==> src/rtl/beam_copper.sv <==
// Beam-synchronous register-write scheduler: runs a small host-loaded program once per frame and
// emits single-cycle pixel-path register writes at exact beam positions.
module beam_copper #(
  parameter int DEPTH = 64,
  parameter int AW    = 6
) (
  input  logic          clk,
  input  logic          reset,
  input  logic          enable,
  input  logic [9:0]    counter_h,
  input  logic [9:0]    counter_v,
  input  logic          prog_we,
  input  logic [AW-1:0] prog_addr,
  input  logic [23:0]   prog_data,
  output logic          reg_we,
  output logic [3:0]    reg_addr,
  output logic [11:0]   reg_data,
  output logic          running,
  output logic [AW-1:0] pc,
  output logic          overrun
);

  typedef enum logic [1:0] {
    HALT   = 2'd0,
    FETCH  = 2'd1,
    DECODE = 2'd2,
    WAIT   = 2'd3
  } state_t;

  localparam logic [1:0]    OP_WAIT = 2'b00;
  localparam logic [1:0]    OP_MOVE = 2'b01;
  localparam logic [1:0]    OP_END  = 2'b10;
  localparam logic [AW-1:0] LAST_PC = AW'(DEPTH - 1);

  state_t        state, state_next;
  logic [AW-1:0] pc_next;
  logic          we_next;
  logic [3:0]    addr_next;
  logic [11:0]   data_next;
  logic [19:0]   target, target_next;
  logic          overrun_next;

  logic [23:0]   mem [DEPTH];
  logic [23:0]   rd_data;

  logic          frame_start;
  logic [19:0]   beam;
  state_t        adv_state;
  logic [AW-1:0] adv_pc;

  // Program RAM is never reset so the host can load it while the scheduler is held in reset.
  always_ff @(posedge clk) begin
    if (prog_we) begin
      mem[prog_addr] <= prog_data;
    end
    rd_data <= mem[pc];
  end

  assign frame_start = enable && (counter_h == 10'd0) && (counter_v == 10'd0);
  assign beam        = {counter_v, counter_h};
  assign running     = (state != HALT);

  // Advancing past the last entry is an implicit END; pc parks on the last address.
  assign adv_state = (pc == LAST_PC) ? HALT : FETCH;
  assign adv_pc    = (pc == LAST_PC) ? pc : pc + AW'(1);

  always_ff @(posedge clk) begin
    if (reset) begin
      state    <= HALT;
      pc       <= '0;
      reg_we   <= 1'b0;
      reg_addr <= '0;
      reg_data <= '0;
      target   <= '0;
      overrun  <= 1'b0;
    end else begin
      state    <= state_next;
      pc       <= pc_next;
      reg_we   <= we_next;
      reg_addr <= addr_next;
      reg_data <= data_next;
      target   <= target_next;
      overrun  <= overrun_next;
    end
  end

  // Frame start outranks everything, so a MOVE decoded on the (0,0) cycle is dropped.
  always_comb begin
    state_next   = state;
    pc_next      = pc;
    we_next      = 1'b0;
    addr_next    = reg_addr;
    data_next    = reg_data;
    target_next  = target;
    overrun_next = overrun;

    if (frame_start) begin
      state_next = FETCH;
      pc_next    = '0;
      if (state != HALT) begin
        overrun_next = 1'b1;
      end
    end else if (!enable) begin
      state_next = HALT;
    end else begin
      case (state)
        HALT: begin
          state_next = HALT;
        end
        FETCH: begin
          state_next = DECODE;
        end
        DECODE: begin
          case (rd_data[23:22])
            OP_WAIT: begin
              target_next = rd_data[19:0];
              state_next  = WAIT;
            end
            OP_MOVE: begin
              we_next    = 1'b1;
              addr_next  = rd_data[15:12];
              data_next  = rd_data[11:0];
              state_next = adv_state;
              pc_next    = adv_pc;
            end
            OP_END: begin
              state_next = HALT;
            end
            default: begin
              state_next = adv_state;
              pc_next    = adv_pc;
            end
          endcase
        end
        WAIT: begin
          if (beam >= target) begin
            state_next = adv_state;
            pc_next    = adv_pc;
          end
        end
        default: begin
          state_next = HALT;
        end
      endcase
    end
  end

endmodule
==> config.mk <==
export PLATFORM = sky130hd
export DESIGN_NAME = beam_copper
export DESIGN_NICKNAME = d
export VERILOG_FILES = /design/src/rtl/beam_copper.sv
export SDC_FILE = /design/constraint.sdc
export NUM_CORES = 2
export LEC_CHECK = 0
export CORE_ASPECT_RATIO = 1.5
export CORE_MARGIN = 3
export CORE_UTILIZATION = 50
export DETAILED_ROUTE_END_ITERATION = 16
export HOLD_SLACK_MARGIN = 0.15
export PLACE_DENSITY = 0.62
export SETUP_SLACK_MARGIN = 0.02
export SLEW_MARGIN = 10
export SYNTH_ARGS = -nofsm -noshare
export SYNTH_HDL_FRONTEND = slang
export SYNTH_SLANG_ARGS = --single-unit
export TNS_END_PERCENT = 30
==> constraint.sdc <==
create_clock -name clk -period 9.3 [get_ports clk]
set_input_delay 2.325 -clock clk [delete_from_list [all_inputs] [get_ports clk]]
set_output_delay 2.325 -clock clk [all_outputs]
set_load 0.01 [all_outputs]
Word level (Yosys, flattened, before mapping)
Memories as Yosys holds them, arrays and structs flattened. A register that Yosys moved wholly into a read port is not among the register bits.
Index checks and enable logic that the tools add are counted.
- register bits: 46
- memory bits (writable): 1536
- input bits: 54
- output and inout port bits: 25
- memories kept: 1
- memory list (name ; words ; width ; rd ports ; clocked after Yosys merged registers in ; wr ports ; line ; text):
    mem ; 64 ; 24 ; 1 ; 1 ; 1 ; 43 ; logic [23:0] mem [DEPTH];
- $add $sub $neg: 1
- $lt $le $gt $ge: 1
- equality and inequality tests: 9
- multiplexer cells: 13
- bitwise gates (word level): 3
- reductions and logical operators: 16
- operator list (cell ; count):
    20-bit >= comparator ; 1
    10-bit logical NOT ; 2
    6-bit two-way mux ; 3
    6-bit case mux with 2 select lines ; 1
    4-bit AND reduction ; 3
    2-bit case mux with 4 select lines ; 1
    6-bit by 1-bit adder with 6-bit output (second input constant) ; 1
    2-bit equality test (second input constant) ; 3
    6-bit equality test (second input constant) ; 1
    1-bit two-way mux ; 6
    2-bit by 1-bit equality test with 1-bit output (second input constant) ; 2
    2-bit logical NOT ; 2
    2-bit inequality test (second input constant) ; 2
    4-bit inequality test (second input constant) ; 1
    2-bit case mux with 2 select lines ; 1
    2-bit nonzero test ; 2
    2-bit OR reduction ; 2
    4-bit OR reduction ; 1
    1-bit NOT ; 3
    3-bit OR reduction ; 1
    1-bit logical AND ; 2
    2-bit two-way mux ; 1
    2-bit AND reduction ; 1

Logic depth before layout (Yosys ltp)
- depth after elaboration: 6
- mapped depth: 10
- mapped depth without buffers: 9

Worst setup path before layout
Ideal clock, no wire load.
- kind: input-to-reg
- start point: input port prog_addr[5]
- end point: memory mem[48][0], enable pin
- library setup time: 0.429 ns
- arrival: 4.540 ns
- required time: 8.871 ns
- path slack: 4.331 ns
- stages: 4
- buffers on the path: 1
- cells stage by stage: clkbuf_1 > nand3_1 > or3_1 > nor3_1
- RTL lines (what ; line ; text):
    from (decl) ; 13 ; input logic [AW-1:0] prog_addr,
    to (decl) ; 43 ;
Straight into the memory's write port.

Worst setup path in the final report
- start point: register pc[0]
- end point: output port pc[0]
- RTL lines (what ; line ; text):
    from (decl) ; 19 ; output logic [AW-1:0] pc,
    from (signal assigned) ; 78 ; pc <= pc_next;
No word-level cell between the ends.

==> out/results.txt <==
Synthesized flop and latch total = 1,476
Hold Violations, Final = 0
Layout cell share with drive strength beyond 1 = 0.299
Logic pwr share = 0.015
Clk slew on worst S/H paths = 0.06 ns
Met2 usage = 0.387
P_leak = 19.2 nW
Seq/Total Area, Yosys = 0.774
Clk buf depth = 3
Tmin final = 4.60 ns
Synth Instances = 2,402
Internal power = 10.4 mW
Post-Synth Adder-Cell Area = 0.00466
Vias per std cell = 6.18
Crit Path Category = flip-flop to output port
Slew @ Worst Pin = 1.28 ns
Most common cell after layout, fill and taps aside = edfxtp_1
Post-DP Area = 59,000 um^2
Distinct cells, synth = 35
Commonest non-fill, non-tap cells in the layout = 1,408 x edfxtp_1, 440 x mux4_2, 141 x clkbuf_16
Antenna violations before repair = 4
Net Switching = 2.48 mW
Pre-CTS setup slack = 4.12 ns
Period Utilization, post-route = 0.495
Worst Hold End = target[18]
1st-iter DRT viols = 2,745
Routed wire length = 130,000 um
I/O pins = 79
CP Cell Sequence = clkdlybuf4s50_1
Grt met3 use = 0.0437
Area share of the largest cell type after synthesis = 0.750
Post-Synth Simple-Gate Area = 0.0162
First-pass GRT wire length = 187,000 um
Tot GR Track Use = 0.227
Max-cap check violation count = 0
Synth Flop Type = edfxtp_1
Root Driver = clkbuf_16
Worst Path Arrival = 2.27 ns
Reg2Reg Depth = 6
Flop pwr share = 0.570
GR peak layer = met2
DRT Pass-1 Iters = 5
Worst Min Path Start = rd_data[18]
Met1 usage = 0.302
Worst R2R End = rd_data[1]
Unrepaired setup endpoints after global routing = false
TritonCTS sink count = 1,476
Cell Rows = 150
Starting Density = 0.505
I/O Buffers = 76
CORE AREA = 112,000 um^2
Total power = 12.9 mW
Max_slew headroom = 0.149
Area growth from synthesis to layout = 12.3%
Mux contribution to synthesized area = 0.182
ANT nets after route = 0
XOR/XNOR share of the synthesized area = 0
Hold WS = 0.474 ns
Avg WL per Cell = 31.4 um
FF-to-FF Start = pc[1]
Max incr delay on CP = 0.86 ns
Asr flop ratio synth = 0
Nets@finish = 2,648
Die W = 280 um
Hold_buf cts = 0
Crit Path Max Fanout = 38
Buffers & Inverters on Critical Path = 1
Cell taking the most area after synthesis = edfxtp_1
Largest net degree at the start of global routing = 147
Die area = 117,000 um^2
Clock Skew = 0.0206 ns
Cell family with most CP delay = flip-flops
Final instance area = 63,300 um^2
Total number of vias = 25,500
Largest family of logic cells by synthesized area = multiplexers
Synth Area in Compound Gates = 0.00917
# Post-CTS Setup Buffers = 0
Clock Power Share = 0.415
Worst Path Required = 6.98 ns
Hold Path Depth = 2
CP Launch Type = flip-flop
Slowest-stage cell, CP = dfxtp_4
Syn nets = 2,477
EDFF count, synth = 1,408
Chip height = 417 um
Detailed-route DRC error count = 0
Mean Syn Cell Area = 23.5 um^2
Worst IR drop on VDD = 0.200 mV
Ranking of synthesized cells by area = edfxtp_1 75%, mux4_2 18%, dfxtp_1 2.4%, nor2_1 0.75%, mux2i_1 0.64%
Post-cts resize count = 0
Critical path capture point type = output port
Vias in the first global route = 26,500
Pwr/cell area = 203 nW/um^2
Setup ws final = 4.70 ns
Cell area after synthesis = 56,400 um^2
CTS tree = built
Sw frac = 0.193
Hpwl dp = 68,100 um
Outcome = completed
H-Tree Depth = 4
GPL Wtd Cong = 0.764
Total CTS buffers = 134
Final setup fails = 0
Type of the worst min-delay path = flip-flop to flip-flop
Overflow after GRT = 0
Setup TNS = 0 ns
Highest clock rate = 0.217 GHz
Slew Viols, Final = 0
Worst-Skew Late Latency = 0.75 ns
Worst R2R Setup Slack = 4.71 ns
Yosys warning total = 0
-- cells in the mapped netlist (2+ instances only) --
cell type  count
a211oi_1       2
a21oi_1       16
a22oi_1       44
buf_1         18
buf_2         17
buf_4         10
buf_6         19
clkbuf_1      59
dfxtp_1       68
edfxtp_1    1408
ha_1          21
inv_1         23
mux2i_1       36
mux4_2       440
nand2_1       37
nand2b_1       4
nand3_1       10
nand3b_1       2
nand4_1        5
nor2_1       113
nor2b_1        6
nor3_1         8
nor4_1         5
nor4b_1        2
o21ai_0        8
or2_2          4
or3_1          7
or3b_2         3
-- cells by family after synthesis --
group / count (synthesis)
flops: 1476
mux: 476
simple gates: 207
buf+inv: 146
compound gates: 76
fa+ha+maj: 21
-- final cells by class --
type	count	area (um^2)
multi-input combinational	780	12100
timing repair buffer	158	1370
clock inverter	68	536
inverter	23	86.3
antenna	6	15.0
clock buffer	167	3650
sequential	1476	43700
fill	8007	48400
tap	1444	1810
-- flip-flops by register name, indices dropped and copies added, names as in the netlist --
signal and count:
target 20, overrun 1, reg_addr 4, reg_data 12, reg_we 1, pc 6
rd_data 22, state 2, mem 1408
-- power groups by stage --
| stage | clock network (mW) | logic [mW] | registers, mW |
|---|---|---|---|
| 6_report | 5.33 | 0.196 | 7.33 |
| 2_1_floorplan | 0 | 0.0455 | 7.47 |
| 3_3_place_gp | 0 | 0.177 | 7.47 |
| 3_5_place_dp | 0 | 0.194 | 7.47 |
| 4_1_cts | 5.44 | 0.194 | 7.33 |
| 5_1_grt | 5.71 | 0.211 | 7.32 |
-- worst register-to-register path, cell delays in order (launching register included) --
cell and delay (ns):
dfxtp_4 0.77, buf_4 0.88, buf_4 0.93, mux4_2 0.51, mux4_2 0.54, a22oi_1 0.55
nand2_1 0.25
-- per-stage QoR --
stage,instances,utilization
detailed placement,3879,0.528
CTS,4114,0.566
floorplan,2402,-
global route,4116,0.566
global placement,3879,0.528
finish,4122,0.567
-- per-layer routing --
layer | share of wire | up-vias
met2 | 0.53 | 899
met1 | 0.38 | 13800
met4 | 0.026 | 0
met3 | 0.065 | 192
li1 | - | 10600
met5 | 0 | -
-- how the worst max path moves through the flow --
stage	start	to	slack [ns]	cells after the start
2_1_floorplan	prog_addr[5]	mem[48][0]	4.33	4
3_3_place_gp	enable	reg_data[0]	4.19	8
3_5_place_dp	enable	reg_data[2]	4.12	8
4_1_cts	pc[0]	pc[0]	4.58	1
5_1_grt	pc[0]	rd_data[14]	4.45	6
6_report	pc[0]	pc[0]	4.70	1
Note: power is estimated with default switching activity, not from simulation.
